===== src/rtl/axi_addr_router.sv =====
// 1-master to SLV_NUM-slave AXI4 address router with an internal DECERR responder.
// Optional decode-error counter port err_cnt when AXI_ROUTER_ERRCNT_EN is defined.
module axi_addr_router #(
  parameter int unsigned SLV_NUM = 2,
  parameter int unsigned ADDR_W  = 32,
  parameter int unsigned DATA_W  = 32,
  parameter int unsigned ID_W    = 4,
  parameter logic [SLV_NUM*ADDR_W-1:0] SLV_START = {32'h8000_0000, 32'h1000_0000},
  parameter logic [SLV_NUM*ADDR_W-1:0] SLV_END   = {32'h9000_0000, 32'h1000_1000}
) (
  input  logic                        clk,
  input  logic                        rst,
  // master write address
  input  logic [ADDR_W-1:0]           m_awaddr,
  input  logic [ID_W-1:0]             m_awid,
  input  logic [7:0]                  m_awlen,
  input  logic [2:0]                  m_awsize,
  input  logic [1:0]                  m_awburst,
  input  logic                        m_awvalid,
  output logic                        m_awready,
  // master write data
  input  logic [DATA_W-1:0]           m_wdata,
  input  logic [DATA_W/8-1:0]         m_wstrb,
  input  logic                        m_wlast,
  input  logic                        m_wvalid,
  output logic                        m_wready,
  // master write response
  output logic [ID_W-1:0]             m_bid,
  output logic [1:0]                  m_bresp,
  output logic                        m_bvalid,
  input  logic                        m_bready,
  // master read address
  input  logic [ADDR_W-1:0]           m_araddr,
  input  logic [ID_W-1:0]             m_arid,
  input  logic [7:0]                  m_arlen,
  input  logic [2:0]                  m_arsize,
  input  logic [1:0]                  m_arburst,
  input  logic                        m_arvalid,
  output logic                        m_arready,
  // master read data
  output logic [ID_W-1:0]             m_rid,
  output logic [DATA_W-1:0]           m_rdata,
  output logic [1:0]                  m_rresp,
  output logic                        m_rlast,
  output logic                        m_rvalid,
  input  logic                        m_rready,
  // slave write address
  output logic [SLV_NUM*ADDR_W-1:0]   s_awaddr,
  output logic [SLV_NUM*ID_W-1:0]     s_awid,
  output logic [SLV_NUM*8-1:0]        s_awlen,
  output logic [SLV_NUM*3-1:0]        s_awsize,
  output logic [SLV_NUM*2-1:0]        s_awburst,
  output logic [SLV_NUM-1:0]          s_awvalid,
  input  logic [SLV_NUM-1:0]          s_awready,
  // slave write data
  output logic [SLV_NUM*DATA_W-1:0]   s_wdata,
  output logic [SLV_NUM*DATA_W/8-1:0] s_wstrb,
  output logic [SLV_NUM-1:0]          s_wlast,
  output logic [SLV_NUM-1:0]          s_wvalid,
  input  logic [SLV_NUM-1:0]          s_wready,
  // slave write response
  input  logic [SLV_NUM*ID_W-1:0]     s_bid,
  input  logic [SLV_NUM*2-1:0]        s_bresp,
  input  logic [SLV_NUM-1:0]          s_bvalid,
  output logic [SLV_NUM-1:0]          s_bready,
  // slave read address
  output logic [SLV_NUM*ADDR_W-1:0]   s_araddr,
  output logic [SLV_NUM*ID_W-1:0]     s_arid,
  output logic [SLV_NUM*8-1:0]        s_arlen,
  output logic [SLV_NUM*3-1:0]        s_arsize,
  output logic [SLV_NUM*2-1:0]        s_arburst,
  output logic [SLV_NUM-1:0]          s_arvalid,
  input  logic [SLV_NUM-1:0]          s_arready,
  // slave read data
  input  logic [SLV_NUM*ID_W-1:0]     s_rid,
  input  logic [SLV_NUM*DATA_W-1:0]   s_rdata,
  input  logic [SLV_NUM*2-1:0]        s_rresp,
  input  logic [SLV_NUM-1:0]          s_rlast,
  input  logic [SLV_NUM-1:0]          s_rvalid,
  output logic [SLV_NUM-1:0]          s_rready
`ifdef AXI_ROUTER_ERRCNT_EN
  ,
  output logic [15:0]                 err_cnt
`endif
);

  // Target index SLV_NUM denotes the internal error responder.
  localparam int unsigned TW = $clog2(SLV_NUM + 1);
  localparam logic [TW-1:0] ERR_TGT = TW'(SLV_NUM);

  typedef enum logic [1:0] {W_IDLE, W_DATA, W_RESP} wstate_t;
  typedef enum logic       {R_IDLE, R_DATA}         rstate_t;

  wstate_t           r_wstate;
  rstate_t           r_rstate;
  logic [TW-1:0]     r_wtgt;
  logic [TW-1:0]     r_rtgt;
  logic [ID_W-1:0]   r_awid;
  logic [ID_W-1:0]   r_arid;
  logic [7:0]        r_arlen;
  logic [7:0]        r_beat;

  logic [TW-1:0]     w_aw_tgt;
  logic [TW-1:0]     w_ar_tgt;
  logic              w_aw_hs;
  logic              w_ar_hs;
  logic              w_w_hs;
  logic              w_b_hs;
  logic              w_r_hs;

  function automatic logic [TW-1:0] f_decode(input logic [ADDR_W-1:0] addr);
    logic [TW-1:0] tgt;
    logic          found;
    tgt   = ERR_TGT;
    found = 1'b0;
    for (int unsigned i = 0; i < SLV_NUM; i++) begin
      if (!found && addr >= SLV_START[i*ADDR_W +: ADDR_W] &&
          addr < SLV_END[i*ADDR_W +: ADDR_W]) begin
        tgt   = TW'(i);
        found = 1'b1;
      end
    end
    return tgt;
  endfunction

  assign w_aw_tgt = f_decode(m_awaddr);
  assign w_ar_tgt = f_decode(m_araddr);

  // Request payloads are broadcast; only the valid is steered.
  assign s_awaddr  = {SLV_NUM{m_awaddr}};
  assign s_awid    = {SLV_NUM{m_awid}};
  assign s_awlen   = {SLV_NUM{m_awlen}};
  assign s_awsize  = {SLV_NUM{m_awsize}};
  assign s_awburst = {SLV_NUM{m_awburst}};
  assign s_wdata   = {SLV_NUM{m_wdata}};
  assign s_wstrb   = {SLV_NUM{m_wstrb}};
  assign s_wlast   = {SLV_NUM{m_wlast}};
  assign s_araddr  = {SLV_NUM{m_araddr}};
  assign s_arid    = {SLV_NUM{m_arid}};
  assign s_arlen   = {SLV_NUM{m_arlen}};
  assign s_arsize  = {SLV_NUM{m_arsize}};
  assign s_arburst = {SLV_NUM{m_arburst}};

  // Write path routing; everything is gated while reset is held.
  always_comb begin
    s_awvalid = '0;
    s_wvalid  = '0;
    s_bready  = '0;
    m_awready = 1'b0;
    m_wready  = 1'b0;
    m_bvalid  = 1'b0;
    m_bid     = '0;
    m_bresp   = '0;
    if (rst) begin
      case (r_wstate)
        W_IDLE: begin
          m_awready = 1'b1;
          for (int unsigned i = 0; i < SLV_NUM; i++) begin
            if (w_aw_tgt == TW'(i)) begin
              s_awvalid[i] = m_awvalid;
              m_awready    = s_awready[i];
            end
          end
        end
        W_DATA: begin
          m_wready = 1'b1;
          for (int unsigned i = 0; i < SLV_NUM; i++) begin
            if (r_wtgt == TW'(i)) begin
              s_wvalid[i] = m_wvalid;
              m_wready    = s_wready[i];
            end
          end
        end
        W_RESP: begin
          m_bvalid = 1'b1;
          m_bid    = r_awid;
          m_bresp  = 2'b11;
          for (int unsigned i = 0; i < SLV_NUM; i++) begin
            if (r_wtgt == TW'(i)) begin
              m_bvalid    = s_bvalid[i];
              m_bid       = s_bid[i*ID_W +: ID_W];
              m_bresp     = s_bresp[i*2 +: 2];
              s_bready[i] = m_bready;
            end
          end
        end
        default: ;
      endcase
    end
  end

  // Read path routing.
  always_comb begin
    s_arvalid = '0;
    s_rready  = '0;
    m_arready = 1'b0;
    m_rvalid  = 1'b0;
    m_rid     = '0;
    m_rdata   = '0;
    m_rresp   = '0;
    m_rlast   = 1'b0;
    if (rst) begin
      case (r_rstate)
        R_IDLE: begin
          m_arready = 1'b1;
          for (int unsigned i = 0; i < SLV_NUM; i++) begin
            if (w_ar_tgt == TW'(i)) begin
              s_arvalid[i] = m_arvalid;
              m_arready    = s_arready[i];
            end
          end
        end
        R_DATA: begin
          m_rvalid = 1'b1;
          m_rid    = r_arid;
          m_rresp  = 2'b11;
          m_rlast  = (r_beat == r_arlen);
          for (int unsigned i = 0; i < SLV_NUM; i++) begin
            if (r_rtgt == TW'(i)) begin
              m_rvalid    = s_rvalid[i];
              m_rid       = s_rid[i*ID_W +: ID_W];
              m_rdata     = s_rdata[i*DATA_W +: DATA_W];
              m_rresp     = s_rresp[i*2 +: 2];
              m_rlast     = s_rlast[i];
              s_rready[i] = m_rready;
            end
          end
        end
        default: ;
      endcase
    end
  end

  assign w_aw_hs = (r_wstate == W_IDLE) && m_awvalid && m_awready;
  assign w_w_hs  = (r_wstate == W_DATA) && m_wvalid && m_wready;
  assign w_b_hs  = (r_wstate == W_RESP) && m_bvalid && m_bready;
  assign w_ar_hs = (r_rstate == R_IDLE) && m_arvalid && m_arready;
  assign w_r_hs  = (r_rstate == R_DATA) && m_rvalid && m_rready;

  always_ff @(posedge clk or negedge rst) begin
    if (!rst) begin
      r_wstate <= W_IDLE;
      r_wtgt   <= '0;
      r_awid   <= '0;
    end else begin
      case (r_wstate)
        W_IDLE: if (w_aw_hs) begin
          r_wtgt   <= w_aw_tgt;
          r_awid   <= m_awid;
          r_wstate <= W_DATA;
        end
        W_DATA: if (w_w_hs && m_wlast) r_wstate <= W_RESP;
        W_RESP: if (w_b_hs) r_wstate <= W_IDLE;
        default: r_wstate <= W_IDLE;
      endcase
    end
  end

  always_ff @(posedge clk or negedge rst) begin
    if (!rst) begin
      r_rstate <= R_IDLE;
      r_rtgt   <= '0;
      r_arid   <= '0;
      r_arlen  <= '0;
      r_beat   <= '0;
    end else begin
      case (r_rstate)
        R_IDLE: if (w_ar_hs) begin
          r_rtgt   <= w_ar_tgt;
          r_arid   <= m_arid;
          r_arlen  <= m_arlen;
          r_beat   <= '0;
          r_rstate <= R_DATA;
        end
        R_DATA: if (w_r_hs) begin
          if (m_rlast) r_rstate <= R_IDLE;
          else         r_beat   <= r_beat + 8'd1;
        end
        default: r_rstate <= R_IDLE;
      endcase
    end
  end

`ifdef AXI_ROUTER_ERRCNT_EN
  logic [15:0] r_err_cnt;
  logic [1:0]  w_err_inc;
  logic [16:0] w_err_sum;

  assign w_err_inc = {1'b0, (w_aw_hs && (w_aw_tgt == ERR_TGT))} +
                     {1'b0, (w_ar_hs && (w_ar_tgt == ERR_TGT))};
  assign w_err_sum = {1'b0, r_err_cnt} + {15'd0, w_err_inc};

  always_ff @(posedge clk or negedge rst) begin
    if (!rst)              r_err_cnt <= '0;
    else if (w_err_sum[16]) r_err_cnt <= '1;
    else                   r_err_cnt <= w_err_sum[15:0];
  end

  assign err_cnt = r_err_cnt;
`endif

endmodule


===== config.mk =====
export PLATFORM = sky130hd
export DESIGN_NAME = axi_addr_router
export DESIGN_NICKNAME = d
export VERILOG_FILES = /design/src/rtl/axi_addr_router.sv
export SDC_FILE = /design/constraint.sdc
export NUM_CORES = 1
export LEC_CHECK = 0
export BUFFER_PORTS_ARGS = -buffer_cell sky130_fd_sc_hd__buf_2
export CAP_MARGIN = 20
export CORE_AREA = 8 8 214 216
export DETAILED_ROUTE_END_ITERATION = 16
export DIE_AREA = 0 0 222 224
export PLACE_DENSITY = 0.42
export SYNTH_ARGS = -nofsm -noshare
export SYNTH_HDL_FRONTEND = slang
export SYNTH_SLANG_ARGS = --single-unit
export TNS_END_PERCENT = 100

===== constraint.sdc =====
create_clock -name clk -period 3.04 [get_ports clk]
set_clock_uncertainty 0.2 [all_clocks]
set_input_delay 0.304 -clock clk [delete_from_list [all_inputs] [get_ports clk]]
set_output_delay 0.304 -clock clk [all_outputs]
set_load 0.005 [all_outputs]

After elaboration in Yosys (flattened, before gate mapping)
Index checks and enable logic that the tools add are counted.

operators by class
  equality and inequality tests = 13
  reductions and logical operators = 28
  muxes and demuxes = 82
  magnitude comparators = 8
  bitwise logic cells = 1
  add/sub/neg operators = 1

operators by type and width
  operator              number
  $mux 32               4
  $ge 32x29->1 const B  2
  $ge 32x32->1 const B  2
  $lt 32x29->1 const B  2
  $lt 32x32->1 const B  2
  $mux 2                25
  $mux 1                39
  $mux 4                8
  $mux 8                3
  $logic_and 1x1->1     17
  $pmux 8 s2            1
  $eq 2x1->1 const B    5
  $logic_not 2->1       5
  $add 8x1->8 const B   1
  $eq 8x8->1            1
  $ne 2x2->1 const B    4
  $pmux 2 s3            1
  $reduce_and 3->1      2
  $ne 2x1->1 const B    2
  $reduce_and 2->1      2
  $eq 2x2->1 const B    1
  $logic_not 1->1       2
  $pmux 1 s2            1
  $not 1->1             1

storage, ports and cells
  input port bits = 242
  output and inout port bits = 330
  register bits after elaboration = 31

Depth between registers and ports, before layout
  word-level depth = 15
  gate-level depth with buffers = 9
  depth with buffers taken out = 7

Worst setup path before layout
No wires, ideal clock.

  path type = input-to-reg
  start point = input m_awaddr[26]
  end point = register r_wtgt[1]
  arrival = 1.987 ns
  slack = 0.728 ns
  stages on the path = 5
  buffers on the path = 0
  setup time = 0.125 ns
  cell sequence = or4b_1 -> or4_4 -> nor4_4 -> nor3_2 -> mux2_4

between the ends
  word-level cells in the longest chain between the ends = 14

RTL lines
  element                                              RTL line  source
  start: declaration                                   14        input logic [ADDR_W-1:0] m_awaddr,
  $ge 32x29->1 / $lt 32x29->1 (equally long branches)  117, 118
  $logic_and 1x1->1                                    117       if (!found && addr >= SLV_START[i*ADDR_W +: ADDR_W] &&
  $mux 1                                               117
  $logic_not 1->1                                      117
  $logic_and 1x1->1 (2 in a row)                       117
  $mux 2 (*)                                           117
  $logic_not 2->1                                      159       if (w_aw_tgt == TW'(i)) begin
  $mux 1 (2 in a row)                                  159
  $mux 1                                               155       case (r_wstate)
  $mux 1                                               154       if (rst) begin
  $logic_and 1x1->1                                    234       assign w_aw_hs = (r_wstate == W_IDLE) && m_awvalid && m_awready;
  $reduce_and 2->1 (no source line)                    -
  end signal: assignment                               248       r_wtgt <= w_aw_tgt;
  end: declaration                                     96        logic [TW-1:0] r_wtgt;

Every way passes the cells marked *; elsewhere a longest branch is shown, timed or not.
A chain may end at the register's enable or synchronous reset.

Final worst setup path
  start point = input rst
  end point = output m_rlast

between the ends
  word-level cells in the longest chain between the ends = 1

RTL lines
  element             RTL line  source
  start: declaration  12        input logic rst,
  $mux 1              202       if (rst) begin
  end: declaration    44        output logic m_rlast,

Every way passes these cells.

==> impl_metrics.env <==
export IMPL_tns_ns=0
export IMPL_async_flop_share_pct=100.0
export IMPL_reg2reg_depth=7
export IMPL_synth_cell_types=49
export IMPL_grt_pass1_wl_um=26980
export IMPL_critPathArrivalTime_ns=2.40
export IMPL_max_freq_mhz=343.9
export IMPL_postLayoutCellArea_sq_um=5069
export IMPL_num_vias=3823
export IMPL_grt_use_total_pct=7.347
export IMPL_grt_pass1_vias=4321
export IMPL_insertion_delay_ns=0.29
export IMPL_antenna_found_initial=3
export IMPL_dp_slack_ns=0.4594
export IMPL_core_rowCount=76
export IMPL_synth_fp_nets=810
export IMPL_yosys_area_top_type="buf_4"
export IMPL_dieWidth_um=222
export IMPL_dp_hpwl_um=17500
export IMPL_drt_total_wl_um=19690
export IMPL_synth_area_leaders="buf_4 44%, dfrtp_1 17%, mux2i_1 9.2%, nor2_1 5.4%, mux2_2 3.0%"
export IMPL_dpl_cell_area_sq_um=4921
export IMPL_rsz0062_at_grt="no"
export IMPL_numCtsBuffers=5
export IMPL_r2r_start="r_rstate"
export IMPL_final_cells=1178
export IMPL_path_max_fanout=11
export IMPL_drcViolationCount=0
export IMPL_fin_nets=875
export IMPL_synth_top_area_share_pct=44.44
export IMPL_drv_cap=0
export IMPL_die_area_sq_um=49730
export IMPL_min_to="r_arid[1]"
export IMPL_yosysWarningCount=0
export IMPL_rrSetupSlack_ns=0.59
export IMPL_synth_ff_type="dfrtp_1"
export IMPL_critPathLaunchType="input port"
export IMPL_cts_htree_levels=2
export IMPL_io_pin_count=572
export IMPL_syn_area_sq_um=4578
export IMPL_whs_path_depth=2
export IMPL_yosys_top_cells_count="271 x buf_4, 66 x nor2_1, 42 x mux2i_1"
export IMPL_cts_tree="yes"
export IMPL_dp_cells=1170
export IMPL_ys_seq_area_share_pct=16.94
export IMPL_end_kind="output port"
export IMPL_drive_gt1_share_pct=59.81
export IMPL_crit_type="input port to output port"
export IMPL_fin_crit_sh_pct=95.65
export IMPL_post_cts_buffers=0
export IMPL_gr_total_overflow=0
export IMPL_cts_buffer_depth=2
export IMPL_vdd_ir_drop_max_v=0.0001980
export IMPL_cp_required_ns=2.54
export IMPL_hp_start="m_arid[1]"
export IMPL_clock_sinks=31
export IMPL_drtIter0Drc=112
export IMPL_path_clk_slew_ns=0.06
export IMPL_slew_headroom_pct=50.02
export IMPL_die_h_um=224
export IMPL_timing_final_crit_period_ns=2.908
export IMPL_ant_nets=0
export IMPL_hold_violations=0
export IMPL_synth_edff_count=0
export IMPL_avgSynthCellArea_sq_um=8.074
export IMPL_setup_viol=0
export IMPL_r2r_end="r_beat[0]"
export IMPL_setup_ws_ns=0.1324
export IMPL_yosysMostFrequentCell="buf_4"
export IMPL_wire_per_inst_um=16.72
export IMPL_syn_to_final_growth_pct=10.71
export IMPL_dr_pass1_iters=4
export IMPL_grt_max_degree=34
export IMPL_core_region_area_sq_um=42510
export IMPL_antenna_cells=0
export IMPL_worst_slew_pin_slew_ns=0.7457
export IMPL_hp_class="input port to flop"
export IMPL_ys_ff_latch=31
export IMPL_io_buffers=337
export IMPL_power_density_nw_per_um2=508.7
export IMPL_outcome="complete, no violations"
export IMPL_slew_viol_final=0
export IMPL_power_leakage_nw=2.454
export IMPL_initial_core_util_pct=10.77
export IMPL_syn_inst=567
export IMPL_fin_hold_ws_ns=0.08710
export IMPL_cts_root_buf="clkbuf_16"
export IMPL_gp_congestion=0.8948
export IMPL_startpoint="rst"
export IMPL_vias_per_cell=3.245
## cell type report
cell class | instances | area, sq um
Fill cell | 4922 | 37440
Timing Repair Buffer | 347 | 1779
Multi-Input combinational cell | 242 | 1678
Sequential cell | 31 | 777.0
Tap cell | 546 | 683.2
Clock buffer | 7 | 132.6
Inverter | 5 | 18.77
## worst max-delay path by stage
stage,to,depth (start not counted)
after floorplan,r_wtgt[1],5
after global placement,r_awid[2],6
after detailed placement,r_awid[1],6
after CTS,s_rready[0],7
after global routing,m_rlast,8
final,m_rlast,8
## where the power goes
| part | leakage (nW) | internal [mW] | switching (mW) |
|---|---|---|---|
| clock network | 0.0640 | 0.300 | 0.187 |
| registers | 0.380 | 0.579 | 0.203 |
| logic | 2.01 | 0.666 | 0.644 |
| total | 2.45 | 1.54 | 1.03 |
## flip-flops by register name, summed over array words and instances (netlist names)
register and cells:
r_arlen 8, r_wstate 2, r_beat 8, r_wtgt 2
r_rstate 1, r_awid 4, r_rtgt 2, r_arid 4
## routing by layer
layer  up-vias  wire length (um)  global-route usage (%)
met3        71              2061                   3.819
met5         -                13                       0
met1      1657              7193                   7.203
met2       358              9415                   12.55
met4         2              1007                   3.977
li1       1735                 -                       -
## repair_timing
action / CTS / global route
endpoints found under the setup margin: 0 / 2
resized for setup: 0 / 2
endpoints found under the hold margin: 31 / 0
hold buffers: 1 / 0
## critical path, cell delays in order
cell and delay, ns:
dlygate4sd3_1 0.54, clkbuf_4 0.23, nand2_2 0.12, a21o_1 0.19, or4_1 0.62, o21a_1 0.17
inv_1 0.07, buf_2 0.15
## stage by stage
| stage | utilization, % | total power [mW] |
|---|---|---|
| after CTS | 11.91 | 2.665 |
| after global placement | 11.58 | 2.131 |
| after detailed placement | 11.58 | 2.142 |
| after global routing | 11.92 | 2.794 |
| final | 11.92 | 2.578 |
| after floorplan | - | 1.735 |
## logic make-up (layout without fill, tap and decap cells)
kind of cell	count (synthesis)	after routing	synth area share, %
compound gates	33	33	4.592
xor+xnor	10	10	1.913
fa+ha+maj	1	1	0.2733
buf+inv	294	359	46.46
flops	31	31	16.94
mux	61	61	14.35
simple gates	137	137	15.47
## placed cells by master (no fill, tap or decap), types with 3 or more instances in the layout
cell       netlist  routed
nor3b_1          3       3
nor4b_1          4       4
a211oi_1         6       6
buf_2            5     336
or4_1            3       3
a21oi_1          9       9
mux2i_1         42      42
nor2_1          66      66
buf_4          271       8
and2_1           3       3
xnor2_1         10      10
clkbuf_16        0       5
nand2_1         14      14
o21ai_0          8       8
inv_1            5       5
mux2_4           6       6
nor4_1           7       7
mux2_2          12      12
nand3_1          6       6
and3_1           4       4
dfrtp_1         31      30
nor2b_1          8       8
No activity file was read; power rests on OpenSTA's default activity.
